### src/rtl/score_bcd_unit.sv
// Score accumulator with saturation and a sequential double-dabble converter
// that feeds packed BCD digits to the seven-segment display stage.
//
// state | meaning
// IDLE  | waiting for a changed score; snapshots it and starts a conversion
// SHIFT | one add-3 / shift-left step per cycle, SCORE_W steps in total
// DONE  | publishes the converted digits and pulses done
module score_bcd_unit #(
    parameter int SCORE_W   = 14,
    parameter int MAX_SCORE = 9999
) (
    input  logic        clk,
    input  logic        rst,
    input  logic        clear,
    input  logic        hit_valid,
    input  logic [3:0]  hit_points,
    output logic [15:0] digits,
    output logic        busy,
    output logic        done
);

    localparam int CNT_W = $clog2(SCORE_W + 1);
    localparam logic [CNT_W-1:0]   LAST_CNT = CNT_W'(SCORE_W - 1);
    localparam logic [SCORE_W:0]   MAX_EXT  = (SCORE_W + 1)'(MAX_SCORE);
    localparam logic [SCORE_W-1:0] MAX_VAL  = SCORE_W'(MAX_SCORE);

    typedef enum logic [1:0] {
        IDLE  = 2'd0,
        SHIFT = 2'd1,
        DONE  = 2'd2
    } state_t;

    state_t             state;
    logic [SCORE_W-1:0] score;
    logic [SCORE_W-1:0] score_next;
    logic [SCORE_W:0]   sum;
    logic               score_changed;
    logic               dirty;
    logic [SCORE_W-1:0] snap;
    logic [15:0]        bcd;
    logic [15:0]        bcd_adj;
    logic [CNT_W-1:0]   cnt;

    // Sum is one bit wider than the score so overflow past the ceiling is visible.
    always_comb begin
        sum        = {1'b0, score} + {{(SCORE_W - 3){1'b0}}, hit_points};
        score_next = score;
        if (clear) begin
            score_next = '0;
        end else if (hit_valid) begin
            score_next = (sum > MAX_EXT) ? MAX_VAL : sum[SCORE_W-1:0];
        end
        score_changed = (score_next != score);
    end

    always_comb begin
        bcd_adj = bcd;
        for (int i = 0; i < 4; i++) begin
            if (bcd[4*i +: 4] >= 4'd5) begin
                bcd_adj[4*i +: 4] = bcd[4*i +: 4] + 4'd3;
            end
        end
    end

    always_ff @(posedge clk) begin
        if (!rst) begin
            state  <= IDLE;
            score  <= '0;
            dirty  <= 1'b0;
            snap   <= '0;
            bcd    <= '0;
            cnt    <= '0;
            digits <= 16'h0000;
            busy   <= 1'b0;
            done   <= 1'b0;
        end else begin
            score <= score_next;
            done  <= 1'b0;
            // A fresh change always re-arms dirty, even as IDLE consumes the old one.
            dirty <= score_changed | (dirty & (state != IDLE));

            case (state)
                IDLE: begin
                    if (dirty) begin
                        snap  <= score;
                        bcd   <= '0;
                        cnt   <= '0;
                        busy  <= 1'b1;
                        state <= SHIFT;
                    end
                end
                SHIFT: begin
                    {bcd, snap} <= {bcd_adj, snap} << 1;
                    cnt         <= cnt + 1'b1;
                    if (cnt == LAST_CNT) begin
                        state <= DONE;
                    end
                end
                DONE: begin
                    digits <= bcd;
                    done   <= 1'b1;
                    busy   <= 1'b0;
                    state  <= IDLE;
                end
                default: begin
                    busy  <= 1'b0;
                    state <= IDLE;
                end
            endcase
        end
    end

endmodule

### config.mk
export PLATFORM = sky130hd
export DESIGN_NAME = score_bcd_unit
export DESIGN_NICKNAME = d
export VERILOG_FILES = /design/src/rtl/score_bcd_unit.sv
export SDC_FILE = /design/constraint.sdc
export NUM_CORES = 1
export LEC_CHECK = 0
export CELL_PAD_IN_SITES_DETAIL_PLACEMENT = 1
export CELL_PAD_IN_SITES_GLOBAL_PLACEMENT = 2
export CORE_ASPECT_RATIO = 1.1
export CORE_UTILIZATION = 39
export CTS_BUF_LIST = sky130_fd_sc_hd__clkbuf_8
export DETAILED_ROUTE_END_ITERATION = 12
export PLACE_DENSITY_LB_ADDON = 0.1
export SYNTH_ARGS = -nofsm -noshare
export SYNTH_HDL_FRONTEND = slang
export SYNTH_SLANG_ARGS = --single-unit
### constraint.sdc
create_clock -name clk -period 6.6 [get_ports clk]
set_clock_uncertainty 0.15 [all_clocks]
set_input_delay 1.98 -clock clk [delete_from_list [all_inputs] [get_ports clk]]
set_output_delay 1.98 -clock clk [all_outputs]
set_load 0.005 [all_outputs]
; ---- Word-level counts from Yosys, hierarchy flattened
; Index checks and enable logic that the tools add are counted.
[word_totals]
inputBits = 8
elab_cells = 54
reg_bits = 69
out_inout_bits = 18
[op_classes]
n_eq_ne = 6
magnitude_cmp = 5
n_addsub = 6
n_bitwise = 3
n_reduce_logical = 6
mux = 19
[op_table]
columns = cell, n
row1 = $mux W14, 4
row2 = $pmux W16 S2, 1
row3 = $pmux W14 S2, 1
row4 = $ge A4 B3 Y1 const B, 4
row5 = $mux W16, 1
row6 = $mux W4, 4
row7 = $add A14 B4 Y15, 1
row8 = $gt A15 B14 Y1 const B, 1
row9 = $ne A14 B14 Y1, 1
row10 = $add A4 B2 Y4 const B, 3
row11 = $pmux W4 S2, 1
row12 = $reduce_and A2 Y1, 3
row13 = $add A4 B1 Y4 const B, 1
row14 = $eq A4 B4 Y1 const B, 1
row15 = $mux W2, 2
row16 = $ne A2 B2 Y1 const B, 2
row17 = $pmux W2 S2, 1
row18 = $reduce_bool A2 Y1, 2
row19 = $add A3 B2 Y3 const B, 1
row20 = $mux W3, 1
row21 = $eq A2 B1 Y1 const B, 1
row22 = $eq A2 B2 Y1 const B, 1
row23 = $logic_not A2 Y1, 1
row24 = $mux W1, 2
row25 = other kinds (4), 4

; ---- Depth between registers and ports, before layout
; Gate-level depths: netlist (run 1).
[logic_depth]
ltp_word = 7
mapped_depth = 13
depth_no_buf = 12

; ---- Least setup slack after synthesis (run 1)
; OpenSTA, ideal clock, no wires.
[synth_path]
path_type = input-to-reg
from = input hit_points[3]
to = register dirty
path_buffers = 1
arrival_time_ns = 4.662
setup_ns = 0.139
required_time_ns = 6.311
cell_stages = 11
path_slack_ns = 1.649
cell_sequence = ha_1 nand3_2 o22a_1 buf_2 o31a_1 or4_4 a2111oi_4 nor2_2 and3_1 o41ai_2 a41oi_2
[synth_between]
elab_chain_cells = 7
[synth_rtl]
columns = item, line
row1 = "start, declared", 16  ; input logic [3:0] hit_points,
row2 = $add A14 B4 Y15 (*), 46  ; sum = {1'b0, score} + {{(SCORE_W - 3){1'b0}}, hit_points};
row3 = $gt A15 B14 Y1, 51  ; score_next = (sum > MAX_EXT) ? MAX_VAL : sum[SCORE_W-1:0];
row4 = $mux W14 (*), 51
row5 = $mux W14 (*), 50  ; end else if (hit_valid) begin
row6 = $mux W14 (*), 48  ; if (clear) begin
row7 = $ne A14 B14 Y1 (*), 53  ; score_changed = (score_next != score);
row8 = $or A1 B1 Y1 (*), 80  ; dirty <= score_changed | (dirty & (state != IDLE));
row9 = "end signal, assigned", 80
row10 = "end, declared", 38  ; logic dirty;
; Mark *: on every way between the ends. The rest lies on a longest branch, timed or not.
; A chain may end at the register's enable or synchronous reset.

; ---- Worst setup path after layout (run 1)
[layout_path]
from = input hit_points[0]
to = register score[5]
[layout_between]
elab_chain_cells = 5
[layout_rtl]
columns = item, line
row1 = $add A14 B4 Y15 (*), 46
row2 = $gt A15 B14 Y1, 51
row3 = $mux W14 (*), 51
row4 = $mux W14 (*), 50
row5 = $mux W14 (*), 48
row6 = "end signal, assigned", 77  ; score <= score_next;
row7 = "end, declared", 34  ; logic [SCORE_W-1:0] score;
; Marked as above.

==> results of run 1 <==
synth_stat cells, drive strengths merged, types with 6 or more instances:
cell | instances | share of area (%)
inv | 20 | 2.0
nand3 | 16 | 2.2
ha | 14 | 4.6
clkbuf | 31 | 3.2
o221ai | 13 | 3.0
a21oi | 59 | 7.9
xnor2 | 6 | 1.4
o21ai | 38 | 5.0
nand2b | 9 | 1.5
nor3 | 19 | 2.5
dfxtp | 69 | 36
a22oi | 14 | 2.8
nand2 | 63 | 6.2
nor2 | 49 | 4.9
critical path, cell delays in order:
cell and delay (ps):
clkdlybuf4s50_1 460, ha_1 160, inv_1 50, fa_1 390, nand2b_1 220, a21oi_2 380, o32ai_1 150, o21ai_1 370
o211ai_2 270, nor2_2 600, nand2_1 250, or3_1 380, a21oi_1 160
worst paths after layout:
kind / from / endpoint / slack [ps]
worst max-delay path: hit_points[0] / score[5]$_SDFF_PN0_ / 890
worst min-delay path: digits[9]$_SDFFE_PN0P_ / digits[9]$_SDFFE_PN0P_ / 310
worst max register to register: score[0]$_SDFF_PN0_ / score[5]$_SDFF_PN0_ / 2460
worst min register to register: digits[9]$_SDFFE_PN0P_ / digits[9]$_SDFFE_PN0P_ / 310
per-layer routing:
metal	track usage, %	vias up
met5	0	-
met4	8.209	0
met3	4.618	20
met2	39.26	52
met1	28.46	1824
li1	-	1783
cells by family after synthesis:
| group | count (synthesis) | share of synthesized area, % |
|---|---|---|
| XOR/XNOR | 10 | 2.307 |
| AO/OA/AOI/OAI | 161 | 27.75 |
| AND/OR/NAND/NOR | 181 | 21.75 |
| multiplexers | 3 | 0.8240 |
| flip-flops | 69 | 36.39 |
| adder cells (fa/ha/maj) | 15 | 5.142 |
| buffers and inverters | 56 | 5.834 |
sequential cells by signal (all words and copies together) (netlist names):
register,cells
bcd,16
busy,1
cnt,4
digits,16
dirty,1
done,1
score,14
snap,14
state,2
layout make-up:
| class | instances | share of cell area (%) |
|---|---|---|
| Clock buffer | 11 | 3.538 |
| Clock inverter | 5 | 1.374 |
| Inverter | 21 | 1.842 |
| Multi-Input combinational cell | 370 | 51.35 |
| Sequential cell | 69 | 32.28 |
| Tap cell | 117 | 3.421 |
| Timing Repair Buffer | 27 | 6.199 |
where the power goes:
part           internal [mW]  switching [mW]  total (mW)  leakage, nW
combinational         0.0357          0.0624      0.0981        0.783
sequential             0.433          0.0222       0.455        0.560
clock                  0.195           0.172       0.367        0.102
per-stage QoR:
stage	total power, mW	setup slack (ps)	util [%]	hold slack, ps
detailed placement	0.5631	599.8	43.30	302.3
CTS	0.9311	942.3	45.53	316.1
finish	0.9200	890.3	45.53	310.9
floorplan	0.5307	1649	-	291.1
global route	0.9635	653.6	45.53	333.0
global placement	0.5584	797.6	43.30	295.5
==> impl_metrics.toml, run 1 <==
[worst_hold_path]
whs_path_depth = 2
hold_class = "reg2reg"

[floorplanning]
die_width_um = 96.07
core-area_mm2 = 0.009398
die_area_mm2 = 0.01013
io_pins = 26
die_h_um = 105.5
initial_utilization_pct = 40.39
rows = 37

[synthesis]
synth_nets = 518
netlist_area_mm2 = 0.003796
synth_edf_count = 0
synthArstFlopShare_pct = 0
synth-seq-cells = 69
yosys_most_used_dff = "dfxtp_1"
synth_area_per_cell_um2 = 7.669
yosysSeqAreaShare_pct = 36.39
synthDistinctLibCells = 59
yosysWarnings = 0
synthCells = 495

[status]
status = "complete, no violations"

[route]
route.detailed.drc = 0
wl_met3_um = 283
top_layer_used = "met4"
dr.pass1.iters = 4
wl_mm = 10.86
wl_met2_mm = 5.263
vias_per_cell = 5.934
postRouteAntennaNets = 0
first_iter_violations = 98
dr_total_vias = 3679
wl_per_cell_um = 17.51
met1_length_mm = 5.059

[clocking]
postCtsSetupRepairBufs = 0
cts_sinks = 69
clkTransAtPathRegs_ps = 80
cts_made_buffers = 9
cts_resized = 0
cts-root-buf = "clkbuf_8"
ctsLongestPathBuffers = 2
cts_max_level = 3
clock_latency_ps = 350
cts_tree = "yes"
holdBufCountCts = 0

[timing]
setup_viol = 0
finalCritPeriodShare_pct = 86.51
tightestPinTransition_ps = 1118
relSlewSlack_pct = 25.16
fmax_mhz = 175.1
slew_viol_final = 0
hold_viol = 0
fin_setup_tns_ps = 0
rsz0062_at_grt = "false"
fin_crit_ps = 5710

[grt]
grt_max_degree = 32
antenna_found_initial = 0
grt_usage_pct = 23.11
overflow = 0
first_global_vias = 3679
grt_pass1_wl_mm = 18.25

[power]
vdd_drop_max_mv = 0.1072
power.leakage_nw = 1.445
power_per_cell_area_mw_per_mm2 = 215.0

[place]
dp_cells = 604
portBuffers = 25
placed_area_mm2 = 0.004069
gp_congestion = 0.8809
hpwl_mm = 7.381

[final_layout]
layout_commonest_cell = "dfxtp_1"
final.fill_count = 1159
final_area_mm2 = 0.004279
seq_area_mm2 = 0.001381
multiInputGateArea_mm2 = 0.002197
drive_gt1_share_pct = 6.362
area_growth_pct = 12.72
n_antenna_cell = 0
final_cell_mix = "dfxtp_1, nand2_1, a21oi_1"
fin_cells = 620
num-nets-final = 521

[worst_setup_path]
cp_max_fo = 15
worst-r2r-cell-count = 12
path_class = "in2reg"
worstSetupStartpointType = "input pin"
cp-end-kind = "flip-flop"
worstPathArrival_ps = 5830
worstPathRequired_ps = 6720

[job]
drv_cap = 0
Power figures use the tool's default switching activity.
==> run 2, diff against run 1 <==
ABC_CLOCK_PERIOD_IN_PS = 6600   (was not set)
PLACE_DENSITY = 0.9   (was not set)
PLACE_DENSITY_LB_ADDON = not set   (was 0.1)
==> impl_metrics.toml, run 2 (synthesis gave the netlist of run 1 again) <==
[worst_setup_path]
cp_max_fo = 15
critical_path.cell_chain = "clkdlybuf4s50_1, ha_1, inv_1, fa_1, nand2b_1, a21oi_2, o32ai_1, o21ai_1, o211ai_2, nor2_2, nand2_1, or3_1, a21oi_1"
cp-end-kind = "flip-flop"
path_class = "in2reg"
slowest_stage = "nor2_2"
worstPathRequired_ps = 6730
worstSetupStartpointType = "input pin"
slowest_delay_ps = 620
worstPathArrival_ps = 5860

[clocking]
ctsLongestPathBuffers = 2
clock_latency_ps = 350
postCtsSetupRepairBufs = 0
clkTransAtPathRegs_ps = 80
cts_tree = "yes"
cts_sinks = 69
cts-root-buf = "clkbuf_8"
cts_resized = 0
cts_made_buffers = 9
holdBufCountCts = 0
cts_max_level = 3

[timing]
setup_viol = 0
fin_ws_ps = 870.1
fin_setup_tns_ps = 0
slew_viol_final = 0
tightestPinTransition_ps = 1097
fmax_mhz = 174.5
relSlewSlack_pct = 26.59
rsz0062_at_grt = "false"
hold_viol = 0
hold_ws_ps = 307.8
fin_crit_ps = 5730
finalCritPeriodShare_pct = 86.82

[grt]
first_global_vias = 3747
antenna_found_initial = 0
overflow = 0
grt_pass1_wl_mm = 18.03
grt_usage_pct = 22.61
grt_max_degree = 32

[route]
first_iter_violations = 142
wl_per_cell_um = 17.17
vias_per_cell = 5.950
dr_total_vias = 3671
postRouteAntennaNets = 0
dr.pass1.iters = 5
route.detailed.drc = 0
wl_mm = 10.59

[final_layout]
layout_commonest_cell = "dfxtp_1"
area_growth_pct = 12.56
multiInputGateArea_mm2 = 0.002197
drive_gt1_share_pct = 5.800
num-nets-final = 520
reg.largest.list = "bcd: 16 flops, digits: 16 flops"
final_cell_mix = "dfxtp_1, nand2_1, a21oi_1"
post-route-util_pct = 45.47
seq_area_mm2 = 0.001381
n_antenna_cell = 0
final.fill_count = 1182

[place]
portBuffers = 25
gp_congestion = 0.8461
place_ws_ps = 611.7
hpwl_mm = 7.119

[power]
power.leakage_nw = 1.446
vdd_drop_max_mv = 0.1074
power_uw = 933.6
power_per_cell_area_mw_per_mm2 = 218.5

[status]
status = "complete, no violations"

[job]
drv_cap = 0

[worst_hold_path]
hold_class = "reg2reg"

[floorplanning]
initial_utilization_pct = 40.39
core-area_mm2 = 0.009398
rows = 37
die_h_um = 105.5
die_area_mm2 = 0.01013
io_pins = 26
die_width_um = 96.07
## run 2: worst paths after layout
path                               start                endpoint  slack, ps  cells after the start
hold reg to reg   digits[1]$_SDFFE_PN0P_  digits[1]$_SDFFE_PN0P_        310                      2
setup reg to reg     score[0]$_SDFF_PN0_     score[5]$_SDFF_PN0_       2420                     12
setup / recovery           hit_points[0]     score[5]$_SDFF_PN0_        870                     13
hold / removal    digits[1]$_SDFFE_PN0P_  digits[1]$_SDFFE_PN0P_        310                      2
## run 2: cell type report
cell class / instances / area share [%]
inverters: 21 / 1.845
multi-input cells: 370 / 51.42
repair buffers: 26 / 6.032
clock buffers: 10 / 3.221
well taps: 117 / 3.426
flip-flops and latches: 69 / 32.33
clock inverters: 4 / 1.728
## run 2: metrics by stage
stage,instance area (um2),instances
floorplan,3796,495
global placement,4061,603
detailed placement,4061,603
CTS,4273,617
global route,4273,617
finish,4273,617
## run 2: power breakdown
part	total [mW]	switching (mW)	internal, mW
clock network	0.382	0.163	0.219
registers	0.454	0.0213	0.433
logic	0.0971	0.0616	0.0356
## run 2: critical path: cells and delay by family
kind | cells | cell delay, ps
compound gates | 5 | 1340
fa+ha+maj | 2 | 560
buf+inv | 2 | 520
simple gates | 4 | 1440
## run 2: layer usage
| layer | share of wire [%] | GRT usage [%] |
|---|---|---|
| met1 | 46 | 29.85 |
| met2 | 48 | 35.66 |
| met5 | 0 | 0 |
| met4 | 2.1 | 8.849 |
| met3 | 3.6 | 4.618 |
==> run 3, diff against run 2 <==
SKIP_CTS_REPAIR_TIMING = 1   (was not set)
==> results of run 3 <==
No change in the layout: final DEF, timing and power equal those of run 2.
